$ cat src/rtl/ll_reservation_unit_pkg.sv
`default_nettype none
// ============================================================================
// Module      : ll_pkg
// Description : Shared helpers for the LL/SC reservation monitor: the granule
//               address compare, default widths and the channel-index width.
//               The optional reservation timeout is enabled by defining
//               LL_TIMEOUT_EN.
// Revision    : 1.0 - initial release
// ============================================================================
package ll_pkg;

  localparam int unsigned DEF_ADDR_W   = 32;
  localparam int unsigned DEF_GRAN_LSB = 2;
  // Widest address the granule compare helper accepts.
  localparam int unsigned MAX_ADDR_W   = 64;

  // Channel-select width. It is never zero, so a single-channel build still
  // has a 1-bit select port.
  function automatic int unsigned ch_width(input int unsigned n);
    return (n > 1) ? $clog2(n) : 1;
  endfunction

  // Two addresses hit the same reservation granule when they agree above
  // the ignored low bits. Callers zero-extend to MAX_ADDR_W, so the extra
  // upper bits always compare equal.
  function automatic logic gran_match(input logic [MAX_ADDR_W-1:0] a,
                                      input logic [MAX_ADDR_W-1:0] b,
                                      input int unsigned           lsb);
    return (a >> lsb) == (b >> lsb);
  endfunction

endpackage
`default_nettype wire

$ cat src/rtl/ll_entry.sv
`default_nettype none
// ============================================================================
// Module      : ll_entry
// Description : One channel's reservation: valid flop, granule address and,
//               when LL_TIMEOUT_EN is defined, a saturating age counter.
//               The next-state logic applies these events in priority order:
//               flush, SC, LL, snoop hit, then timeout.
// Revision    : 1.0 - initial release
// ============================================================================
module ll_entry
  import ll_pkg::*;
#(
  parameter int unsigned ADDR_W         = DEF_ADDR_W,
`ifdef LL_TIMEOUT_EN
  parameter int unsigned TIMEOUT_CYCLES = 1024,
`endif
  parameter int unsigned GRAN_LSB       = DEF_GRAN_LSB
) (
  input  logic              clk,
  input  logic              rst,
  input  logic              flush,
  input  logic              sc_clr,
  input  logic              ll_set,
  input  logic [ADDR_W-1:0] ll_addr,
  input  logic              snoop_we,
  input  logic [ADDR_W-1:0] snoop_addr,
  output logic              valid_o,
  output logic [ADDR_W-1:0] addr_o
);

  logic              valid_q, valid_d;
  logic [ADDR_W-1:0] addr_q, addr_d;
  logic              snoop_hit;

`ifdef LL_TIMEOUT_EN
  localparam int unsigned           TMR_W   = $clog2(TIMEOUT_CYCLES);
  localparam logic [TMR_W-1:0]      TMR_MAX = TMR_W'(TIMEOUT_CYCLES - 1);
  logic [TMR_W-1:0]                 timer_q, timer_d;
`endif

  // Apply the highest-priority event for this channel. The stored address
  // is kept when the reservation is cleared.
  always_comb begin
    valid_d   = valid_q;
    addr_d    = addr_q;
    snoop_hit = snoop_we & valid_q &
                gran_match(MAX_ADDR_W'(addr_q), MAX_ADDR_W'(snoop_addr), GRAN_LSB);
`ifdef LL_TIMEOUT_EN
    timer_d   = (valid_q && (timer_q != TMR_MAX)) ? timer_q + 1'b1 : timer_q;
`endif
    if (flush) begin
      valid_d = 1'b0;
    end else if (sc_clr) begin
      valid_d = 1'b0;
    end else if (ll_set) begin
      valid_d = 1'b1;
      addr_d  = ll_addr;
`ifdef LL_TIMEOUT_EN
      timer_d = '0;
`endif
    end else if (snoop_hit) begin
      valid_d = 1'b0;
`ifdef LL_TIMEOUT_EN
    end else if (valid_q && (timer_q == TMR_MAX)) begin
      valid_d = 1'b0;
`endif
    end
  end

  // Reservation state registers; reset clears everything asynchronously.
  always_ff @(posedge clk or posedge rst) begin
    if (rst) begin
      valid_q <= 1'b0;
      addr_q  <= '0;
`ifdef LL_TIMEOUT_EN
      timer_q <= '0;
`endif
    end else begin
      valid_q <= valid_d;
      addr_q  <= addr_d;
`ifdef LL_TIMEOUT_EN
      timer_q <= timer_d;
`endif
    end
  end

  assign valid_o = valid_q;
  assign addr_o  = addr_q;

endmodule
`default_nettype wire

$ cat src/rtl/ll_reservation_unit.sv
`default_nettype none
// ============================================================================
// Module      : ll_reservation_unit
// Description : Multi-channel load-linked / store-conditional reservation
//               monitor. It decodes the LL and SC requests to the channels,
//               fans the snoop out to every channel, and resolves sc_ok
//               combinationally. Define LL_TIMEOUT_EN to give each
//               reservation a lifetime of TIMEOUT_CYCLES edges.
// Revision    : 1.0 - initial release
// ============================================================================
module ll_reservation_unit
  import ll_pkg::*;
#(
  parameter int unsigned NUM_CH         = 2,
  parameter int unsigned ADDR_W         = DEF_ADDR_W,
  parameter int unsigned GRAN_LSB       = DEF_GRAN_LSB,
  parameter int unsigned TIMEOUT_CYCLES = 1024,
  localparam int unsigned CH_W          = ch_width(NUM_CH)
) (
  input  logic              clk,
  input  logic              rst,
  input  logic [NUM_CH-1:0] flush,
  input  logic              ll_we,
  input  logic [CH_W-1:0]   ll_ch,
  input  logic [ADDR_W-1:0] ll_addr,
  input  logic              sc_req,
  input  logic [CH_W-1:0]   sc_ch,
  input  logic [ADDR_W-1:0] sc_addr,
  output logic              sc_ok,
  input  logic              snoop_we,
  input  logic [ADDR_W-1:0] snoop_addr,
  output logic [NUM_CH-1:0] llbit_o
);

  logic [ADDR_W-1:0] ch_addr [NUM_CH];

  // Reject parameter sets the design cannot build correctly.
  if ((NUM_CH < 1) || (NUM_CH > 8) || (ADDR_W > MAX_ADDR_W) || (GRAN_LSB >= ADDR_W) ||
      (TIMEOUT_CYCLES < 4) || ((TIMEOUT_CYCLES & (TIMEOUT_CYCLES - 1)) != 0))
  begin : g_param_err
    $error("ll_reservation_unit: illegal parameter combination");
  end

  // One reservation entry per channel. A channel select at or above NUM_CH
  // matches no entry, so such a request has no effect.
  for (genvar i = 0; i < NUM_CH; i++) begin : g_ch
    ll_entry #(
      .ADDR_W         (ADDR_W),
`ifdef LL_TIMEOUT_EN
      .TIMEOUT_CYCLES (TIMEOUT_CYCLES),
`endif
      .GRAN_LSB       (GRAN_LSB)
    ) u_entry (
      .clk        (clk),
      .rst        (rst),
      .flush      (flush[i]),
      .sc_clr     (sc_req & (sc_ch == CH_W'(i))),
      .ll_set     (ll_we & (ll_ch == CH_W'(i))),
      .ll_addr    (ll_addr),
      .snoop_we   (snoop_we),
      .snoop_addr (snoop_addr),
      .valid_o    (llbit_o[i]),
      .addr_o     (ch_addr[i])
    );
  end

  // SC succeeds only if the channel's live reservation covers sc_addr and no
  // store to that granule is observed in the same cycle.
  always_comb begin
    sc_ok = 1'b0;
    for (int i = 0; i < NUM_CH; i++) begin
      if (sc_req && (sc_ch == CH_W'(i)) && llbit_o[i] &&
          gran_match(MAX_ADDR_W'(ch_addr[i]), MAX_ADDR_W'(sc_addr), GRAN_LSB)) begin
        sc_ok = 1'b1;
      end
    end
    if (snoop_we && gran_match(MAX_ADDR_W'(snoop_addr), MAX_ADDR_W'(sc_addr), GRAN_LSB)) begin
      sc_ok = 1'b0;
    end
  end

endmodule
`default_nettype wire

$ cat config.mk
export PLATFORM = sky130hd
export DESIGN_NAME = ll_reservation_unit
export DESIGN_NICKNAME = d
export VERILOG_FILES = /design/src/rtl/ll_reservation_unit_pkg.sv /design/src/rtl/ll_entry.sv /design/src/rtl/ll_reservation_unit.sv
export SDC_FILE = /design/constraint.sdc
export NUM_CORES = 1
export LEC_CHECK = 0
export BUFFER_PORTS_ARGS = -buffer_cell sky130_fd_sc_hd__buf_2
export CAP_MARGIN = 0
export CORE_ASPECT_RATIO = 2
export CORE_MARGIN = 4
export CORE_UTILIZATION = 53
export DETAILED_ROUTE_END_ITERATION = 16
export HOLD_SLACK_MARGIN = 0.1
export PLACE_DENSITY_LB_ADDON = 0.1
export SYNTH_ARGS = -nofsm -noshare
export SYNTH_HDL_FRONTEND = slang
export SYNTH_SLANG_ARGS = --single-unit
$ cat constraint.sdc
create_clock -name clk -period 2.1 [get_ports clk]
set_input_delay 0.42 -clock clk [delete_from_list [all_inputs] [get_ports clk]]
set_output_delay 0.42 -clock clk [all_outputs]
set_load 0.01 [all_outputs]
; Word-level counts from Yosys, hierarchy flattened
; Cells that the tools add are included.
[totals]
input_bits = 105
regBits = 66
elab_cells = 45
[op_classes]
eq_ne = 5
bitwise = 14
mux = 11
n_reduce_logical = 11
[ops]
columns = cell, n
row1 = $eq A30 B30 Y1, 5
row2 = $mux W1, 11
row3 = $and A1 B1 Y1, 8
row4 = $reduce_bool A4 Y1, 2
row5 = $logic_and A1 B1 Y1, 7
row6 = $not A1 Y1, 6
row7 = $reduce_and A3 Y1, 2

; Logic depth before layout (Yosys ltp)
; Gate-level depths: netlist (run 1).
[logic_depth]
ltp_word = 7
mapped_depth = 5

; Hierarchy
; Synthesis (run 1) repeated with hierarchy kept, for this count alone.
[hier_totals]
cells_unflattened = 357
area_unflattened_um2 = 4177.8
[by_module_without_submodules]
columns = module, cells_per_inst, area_each_um2, n_inst
row1 = ll_entry, 115, 1574.0, 2
row2 = ll_reservation_unit, 127, 1029.7, 1

; Worst setup path before layout (run 1)
; OpenSTA, ideal clock, no wires.
[synth_timing]
path_type = input to output
start = input snoop_addr[9]
end = output sc_ok
path_stages = 5
arrival_time_ps = 1508
setup_slack_ps = 172
path_cell_list = xnor2_1 nand4_1 or4_1 nor4_1 a21oi_1
[synth_between]
elab_chain_cells = 3
[synth_lines]
columns = element, line
row1 = from (decl), ll_reservation_unit.sv:31  ; input logic [ADDR_W-1:0] snoop_addr,
row2 = $eq A30 B30 Y1, ll_reservation_unit_pkg.sv:29  ; return (a >> lsb) == (b >> lsb);
row3 = $logic_and A1 B1 Y1, ll_reservation_unit.sv:77  ; if (snoop_we && gran_match(MAX_ADDR_W'(snoop_addr), MAX_ADDR_W'(sc_addr), GRAN_LSB)) begin
row4 = $mux W1, ll_reservation_unit.sv:77
row5 = to (decl), ll_reservation_unit.sv:29  ; output logic sc_ok,
; No other way between the ends.

; Worst setup path in the final report (run 1)
[layout_timing]
start = input snoop_addr[23]
end = output sc_ok
; Same word-level chain as after synthesis.

==> run metrics, run 1 <==
status finished with violations; failing checks negative setup slack; Max Fclk 0.440 GHz; root buf cell clkbuf_16; core area 0.00732 sq mm; drc violations 0; CTS tree done; Clock Pin Slew Worst Setup and Hold Paths 50 ps; full die area 0.00907 sq mm; clk sinks 62; final-report hold violation count 0; # diodes 0; Syn Inst Count 342; Syn Nets 447; Setup crit end kind primary output; Vias/cell 5.49; critical path depth in cells 7; Worst Path Buf+Inv 2; number of synthesized register bits 62; global-route usage over all layers 27.6%; Worst R2R Path Depth 6; element type at the critical path start input pin; Initial DRC Count 167; setup ws final -172 ps; vias in the first global route 3,474; DRT Wirelength 11,800 um; RSZ-0062 raised after global routing yes; sequential cell area 0.00155 sq mm; Crit path top cell by count buf_2; pin count of the biggest net entering global routing 63; Yosys cell types 19; kind of cell adding the most delay to the critical path simple AND/OR/NAND/NOR gates; H-tree Lvls 3; fill cell count 581; # rows 44; layout cell share with drive strength beyond 1 35.4%; Tcrit/Tclk final 108%; Max clock buf depth 2; Num CTS Buffers 9; vias 3,190; CP peak stage delay 530 ps; slowest stage cell, crit path or4_4; Final #Nets 591; Max-Cap Viols 0; Die H 131 um; worst skew pair latency 330 ps; final setup violation count 1; area post-placement 0.00490 sq mm; top cell type's share of synthesized area 38.9%; Top Ports 108; cts hold-fix bufs 0; first-pass GRT wire length 18,400 um; Worst Tran Pin Value 432 ps; Final Max Tran Viols 0; Placement Setup Slack -300 ps; die width 69.4 um; starting density of the core 54.5%; Avg WL per Cell 20.4 um; Yosys warning count 0; Synth area leaders dfrtp_1 (39%), xnor2_1 (23%), mux2_1 (17%); GR Overflow Total 0; Clock Skew 5.66 ps; Port Buf Inserts 101; Slew HR 70.9%; Pleak 2.26 nW; final instance area 0.00529 sq mm; sequential-to-total area share from yosys stat 38.9%; synthesized area per cell 11.7 sq um; drt first pass iters 4; crit path DAT 1850 ps; crit-path cells buf_2 > xnor2_1 > nand4_1 > or4_4 > nor4_1 > a21oi_1 > buf_2; pwr dens 823 mW/mm^2; area of the multi-input gates 0.00250 sq mm; RD Place Congestion 0.919; Peak VDD IR 686 uV; kind of critical path input pin to primary output; Yosys top cell by area dfrtp_1; post-route minimum period 2270 ps; worst-path maximum fanout 2; CP required 1680 ps; area grow syn2layout 32.5%; Synth Cell Area 0.00399 sq mm; HPWL after DPL 9570 um; Antenna Nets Post-Route 0; min-delay worst type input pin to async pin; initial antenna violation count 0
[path summary, 6_finish.rpt]
kind	startpoint	endpoint	slack [ps]
setup / recovery	snoop_addr[23]	sc_ok	-170
hold / removal	rst	g_ch[0].u_entry.addr_o[27]$_DFFE_PP0P_	150
setup reg to reg	g_ch[0].u_entry.addr_o[5]$_DFFE_PP0P_	g_ch[0].u_entry.valid_o$_DFFE_PP0P_	300
hold reg to reg	g_ch[1].u_entry.valid_o$_DFFE_PP0P_	g_ch[1].u_entry.valid_o$_DFFE_PP0P_	530
max in group asynchronous	rst	g_ch[0].u_entry.addr_o[30]$_DFFE_PP0P_	1660
min in group clk	ll_addr[26]	g_ch[1].u_entry.addr_o[26]$_DFFE_PP0P_	320
[stage by stage]
stage                     power [mW]  hold WS [ps]  instances  utilization (%)  TNS (ps)
after floorplan                 2.45           496        342                -         0
after global placement          2.96           509        565             66.9      -289
after detailed placement        3.00           513        565             66.9      -300
after CTS                       4.37           167        581             71.9      -165
after global routing            4.58           183        581             72.2      -230
final                           4.35           145        581             72.2      -172
[synthesized netlist by cell type]
master and count:
a21oi_1 2, a31o_1 2, and3_1 1, buf_2 6, buf_4 2, clkbuf_1 1
dfrtp_1 62, inv_1 1, mux2_1 60, nand3_1 3, nand4_1 29, nand4_4 1
nor2_1 1, nor2b_1 1, nor4_1 18, nor4b_2 1, or4_1 1, xnor2_1 104
xor2_1 46
[flip-flops by register name, summed over array words and instances, names as in the netlist]
| register | count |
|---|---|
| g_ch.u_entry.addr_o | 60 |
| g_ch.u_entry.valid_o | 2 |
[report_power, final]
part / total (mW) / switching, mW / internal (mW) / leakage (nW)
clock network: 1.30 / 0.487 / 0.811 / 0.128
logic: 1.32 / 0.608 / 0.707 / 1.39
registers: 1.74 / 0.287 / 1.45 / 0.741
[cell families after synthesis]
| family | after synthesis | synth area share, % |
|---|---|---|
| AOI/OAI and AO/OA | 4 | 0.690 |
| xor gates and xnor gates | 150 | 32.9 |
| buffers and inverters | 10 | 1.32 |
| DFF | 62 | 38.9 |
| muxes | 60 | 16.9 |
| and+or+nand+nor | 56 | 9.25 |
[cell type report]
cell class / instances / area share (%)
clock buffers: 12 / 4.66
clock inverters: 2 / 0.189
inverters: 1 / 0.0710
multi-input cells: 270 / 47.3
flip-flops and latches: 62 / 29.3
well taps: 92 / 2.18
repair buffers: 142 / 16.2
[repair_timing]
action                                  4_1_cts  5_1_grt
pin swaps                                    13        1
setup buffers                                 2        0
resized for setup                            13        4
endpoints found under the setup margin        1        1
[layout by cell type, fill, tap and decap left out]
master     instances
nand3_1            2
xor2_1            46
nand3_2            1
xnor2_1           94
clkbuf_16          9
or4_4              1
buf_4             38
dfrtp_1           62
nor2b_1            1
clkbuf_8           1
inv_2              1
buf_2            100
a31o_1             2
a21oi_1            2
nor4_1            14
nor2_1             1
buf_6              1
nand4_1           29
clkinv_2           2
nor4b_4            1
buf_12             3
clkbuf_1           2
and3_1             1
nor4_2             4
nand4_4            1
mux2_1            60
xnor2_2           10
[per-layer routing]
metal | global-route usage (%) | vias up | wire [um]
met5 | 0 | - | 0
met4 | 17.4 | 0 | 693
met3 | 6.20 | 39 | 587
met2 | 51.6 | 105 | 6610
met1 | 27.2 | 1555 | 3950
li1 | - | 1491 | -
[worst register-to-register path: cells and delay by family, from the launching register on]
family,cells,cell delay [ps]
AO/OA/AOI/OAI,1,240
XOR/XNOR,1,170
buffers and inverters,1,150
flip-flops,1,400
AND/OR/NAND/NOR,3,730
Power figures use the tool's default switching activity.
==> run 2, diff against run 1 <==
- BUFFER_PORTS_ARGS: -buffer_cell sky130_fd_sc_hd__buf_2 -> -buffer_cell sky130_fd_sc_hd__buf_4
- CTS_CLUSTER_SIZE: unset -> 24
==> run 2 against run 1 <==
Net effect: the flow still finishes with violations (negative setup slack); critical path depth stayed put; highest routed layer unchanged; sequential share of layout area down 1.7 points; clock skew is essentially flat; routed wire length up 3.6%; clock power rose by 22%; worst hold slack better by 7.6 ps; sequential power about the same; register-to-register slack lost 20 ps; die area did not move.
==> run metrics, run 2 (synthesis gave the netlist of run 1 again) <==
drc violations 0; DRT Wirelength 12,300 um; area grow syn2layout 40.9%; Max-Cap Viols 0; worst skew pair latency 330 ps; Clock Skew 5.85 ps; Largest register FFs 60; Tcrit/Tclk final 108%; fill cell count 531; sequential cell area 0.00155 sq mm; Worst Tran Pin Value 427 ps; Setup crit end kind primary output; Final #Nets 593; Port Buf Inserts 101; CTS tree done; Avg WL per Cell 21.0 um; RSZ-0062 raised after global routing yes; core area 0.00732 sq mm; full die area 0.00907 sq mm; Slew HR 71.3%; Final Max Tran Viols 0; critical path startpoint snoop_addr[8]; Max Fclk 0.441 GHz; M3 GR Usage 6.51%; commonest non-fill, non-tap cell in the layout buf_4; Fin Setup TNS -165 ps; Pleak 2.38 nW; pin count of the biggest net entering global routing 63; Clock Pin Slew Worst Setup and Hold Paths 50 ps; element type at the critical path start input pin; GRT busiest layer met2; layout cell share with drive strength beyond 1 36.3%; root buf cell clkbuf_16; status finished with violations; min-delay worst type input pin to async pin; Antenna Nets Post-Route 0; global-route usage over all layers 28.3%; HPWL after DPL 9750 um; area of the multi-input gates 0.00251 sq mm; clk sinks 62; final instance count without filler cells 585; dpl cells 567; kind of critical path input pin to primary output; post-route minimum period 2270 ps; pwr dens 836 mW/mm^2; RD Place Congestion 0.920; final-report hold violation count 0; Num CTS Buffers 9; grt met1 use 26.9%; vias in the first global route 3,598; Top Ports 108; failing checks negative setup slack; Max clock buf depth 2; # rows 44; Initial DRC Count 138; first-pass GRT wire length 18,900 um; Vias/cell 5.49; starting density of the core 54.5%; setup ws final -165 ps; worst-path maximum fanout 2; GR Overflow Total 0; commonest cells after routing, fill and taps aside buf_4 (140), xnor2_1 (94), dfrtp_1 (61); final setup violation count 1; # diodes 0; met2 Use GR 53.8%; Die H 131 um; Hold Worst Slack 153 ps; die width 69.4 um; Peak VDD IR 693 uV; drt first pass iters 4; RR Startpoint g_ch[1].u_entry.addr_o[11]$_DFFE_PP0P_; vias 3,210; CP required 1680 ps; crit path DAT 1850 ps; initial antenna violation count 0; H-tree Lvls 3
## run 2: cell types whose count changed in the layout (fill, tap and decap cells not counted), sizes merged
| cell | previous run | this run |
|---|---|---|
| buf | 142 | 144 |
| bufinv | 0 | 2 |
## run 2: layout make-up
class                   count  area share (%)
multi-input cells         270            44.6
flip-flops and latches     62            27.6
repair buffers            144            20.0
clock buffers              12            4.38
well taps                  92            2.05
clock inverters             4            1.25
inverters                   1          0.0668
## run 2: stage by stage
| stage | utilization, % | total power [mW] | area [sq um] | worst slack (ps) |
|---|---|---|---|---|
| CTS | 76.5 | 4.71 | 5600 | -152 |
| floorplan | - | 2.45 | 3990 | 139 |
| detailed placement | 70.6 | 3.07 | 5170 | -295 |
| finish | 76.8 | 4.70 | 5620 | -165 |
| global route | 76.8 | 4.92 | 5620 | -296 |
| global placement | 70.6 | 3.03 | 5170 | -291 |
## run 2: layer usage
layer  part of all wire [%]  up-vias
met5                      0        -
met4                    6.2        0
met3                    4.9       39
met2                     56      101
met1                     33     1576
li1                       -     1494
## run 2: repair_timing
item	in CTS	in global routing
gates resized for setup	15	5
endpoints found under the setup margin	1	1
gates cloned	0	0
hold buffers	0	0
pin swaps	11	7
setup buffers	2	0
## run 2: power breakdown
group | switching, mW | internal, mW | leakage, nW
combinational | 0.619 | 0.764 | 1.49
clock | 0.512 | 1.07 | 0.157
sequential | 0.290 | 1.45 | 0.739
## run 2: worst max-delay path, stage by stage
cell     delay [ps]
buf_4           120
xnor2_1         260
nand4_1         130
or4_4           540
nor4_2          180
a21oi_2          50
buf_4           150
## run 2: final timing paths
| check | endpoint | slack (ps) | cells past startpoint |
|---|---|---|---|
| worst max-delay path | sc_ok | -170 | 7 |
| worst min-delay path | g_ch[1].u_entry.addr_o[7]$_DFFE_PP0P_ | 150 | 3 |
| worst max register to register | g_ch[1].u_entry.valid_o$_DFFE_PP0P_ | 280 | 6 |
| worst min register to register | g_ch[1].u_entry.valid_o$_DFFE_PP0P_ | 540 | 1 |
| max in group asynchronous | g_ch[0].u_entry.addr_o[20]$_DFFE_PP0P_ | 1650 | 3 |
| min in group clk | g_ch[1].u_entry.addr_o[10]$_DFFE_PP0P_ | 310 | 2 |
==> run 3, diff against run 2 <==
- clock period: 2.1 -> 2.3 ns (I/O delays scaled with it)
==> run 3 against run 2 <==
Net effect: routed wire length decreased by 2.5%; sequential share of layout area grew 0.16 points; clock power is 9% lower; clock skew is 1.1 ps lower; die area is the same; non-clock buffer count down 7; critical path depth decreased by 1; the run still ends with negative setup slack left; worst setup slack improved by 120 ps; worst hold slack gained 30 ps; cell count shrank 1.2%; largest cell class unchanged; combinational power is 10% lower.
==> run metrics, run 3 (synthesis gave the netlist of run 1 again) <==
Port Buf Inserts 101; drc violations 0; failing checks negative setup slack; layout cell share with drive strength beyond 1 35.8%; drt first pass iters 4; Setup crit end kind primary output; Tcrit/Tclk final 102%; kind of critical path flip-flop to primary output; Die H 131 um; Max-Cap Viols 0; Worst R2R Path Depth 5; Top Ports 108; RD Place Congestion 0.922; status finished with violations; HPWL after DPL 9530 um; pwr dens 764 mW/mm^2; Reg2Reg Setup Slack 550 ps; CTS tree done; Peak VDD IR 631 uV; full die area 0.00907 sq mm; # diodes 0; GR Overflow Total 0; starting density of the core 54.5%; crit path DAT 1880 ps; core area 0.00732 sq mm; element type at the critical path start flip-flop; setup ws final -44.2 ps; H-tree Lvls 3; RR Endpoint g_ch[0].u_entry.valid_o$_DFFE_PP0P_; crit-path cells xnor2_2 > nand3_1 > nor4_2 > nand4_1 > a21oi_1 > buf_4; Antenna Nets Post-Route 0; final-report hold violation count 0; cts hold-fix bufs 0; # rows 44; Vias/cell 5.49; final setup violation count 1; CP required 1840 ps; Initial DRC Count 117; area grow syn2layout 40.1%; Final Max Tran Viols 0; Clock Skew 4.79 ps; clk sinks 62; RR Startpoint g_ch[0].u_entry.addr_o[16]$_DFFE_PP0P_; Slew HR 72.3%; Pleak 2.38 nW; die width 69.4 um; pin count of the biggest net entering global routing 63; CP peak stage delay 440 ps; vias in the first global route 3,523; Placement Setup Slack -163 ps; post-route minimum period 2340 ps; Worst Tran Pin Value 411 ps; Largest register FFs 60; DRT Wirelength 12,000 um; vias 3,171; initial antenna violation count 0; global-route usage over all layers 27.4%; Num CTS Buffers 9; first-pass GRT wire length 18,300 um; Clock Pin Slew Worst Setup and Hold Paths 50 ps; Final #Nets 586; slowest stage cell, crit path dfrtp_1; min-delay worst type input pin to async pin; worst-path maximum fanout 3; worst skew pair latency 330 ps; commonest non-fill, non-tap cell in the layout buf_4; RSZ-0062 raised after global routing yes; Max Fclk 0.427 GHz; Avg WL per Cell 20.7 um; root buf cell clkbuf_16; commonest cells after routing, fill and taps aside buf_4 (134), xnor2_1 (91), dfrtp_1 (61); Max clock buf depth 2; Hold Worst Slack 183 ps
[run 3: cell count changes in the layout (fill, tap and decap cells not counted)]
| cell | delta |
|---|---|
| nor4_4 | +1 |
| buf_8 | -1 |
| xnor2_2 | +3 |
| buf_4 | -6 |
| a21oi_2 | -1 |
| a21oi_1 | +1 |
| xnor2_1 | -3 |
| nor4_2 | -1 |
[run 3: metrics by stage]
stage / instances / power [mW] / utilization, % / TNS, ps / cell area [sq um]
2_1_floorplan: 342 / 2.24 / - / 0 / 3990
3_3_place_gp: 559 / 2.73 / 69.8 / -165 / 5110
3_5_place_dp: 559 / 2.77 / 69.8 / -163 / 5110
4_1_cts: 578 / 4.27 / 75.6 / -5.62 / 5540
5_1_grt: 578 / 4.46 / 76.4 / -98.9 / 5590
6_report: 578 / 4.27 / 76.4 / -44.2 / 5590
[run 3: layer usage]
| metal | vias up | GRT usage (%) | wire length [um] |
|---|---|---|---|
| li1 | 1482 | - | - |
| met4 | 0 | 17.7 | 595 |
| met3 | 33 | 5.44 | 521 |
| met1 | 1548 | 28.1 | 4220 |
| met2 | 108 | 50.3 | 6620 |
| met5 | - | 0 | 0 |
[run 3: report_power, final]
part / internal, mW / total, mW / switching [mW]
clock: 0.973 / 1.44 / 0.466
combinational: 0.684 / 1.24 / 0.552
sequential: 1.32 / 1.60 / 0.271
total: 2.98 / 4.27 / 1.29
[run 3: what timing repair did]
item | in CTS | in global routing
pin swaps | 15 | 2
endpoints found under the setup margin | 1 | 1
buffers inserted | 3 | 0
gates resized for setup | 14 | 7
[run 3: layout make-up]
cell class,instances,area (sq um)
sequential,62,1550
clock inverter,4,70.1
inverter,1,3.75
timing repair buffer,137,1070
fill,556,1730
tap,92,115
clock buffer,12,246
multi-input combinational,270,2540
[run 3: how the worst max path moves through the flow]
stage                        to  slack [ps]  cells after the start                              startpoint
final                     sc_ok         -40                      6  g_ch[1].u_entry.addr_o[11]$_DFFE_PP0P_
after global routing      sc_ok        -100                      6  g_ch[1].u_entry.addr_o[11]$_DFFE_PP0P_
after CTS                 sc_ok          -6                      6   g_ch[0].u_entry.addr_o[7]$_DFFE_PP0P_
after detailed placement  sc_ok        -160                      7                          snoop_addr[10]
after global placement    sc_ok        -170                      8                          snoop_addr[13]
after floorplan           sc_ok         290                      5                           snoop_addr[9]
[run 3: worst max-delay path, delay by kind of cell (launching register included)]
kind	cells	cell delay, ps
AOI/OAI and AO/OA	1	180
buffers and inverters	1	140
DFF	1	440
and+or+nand+nor	3	590
xor gates and xnor gates	1	210
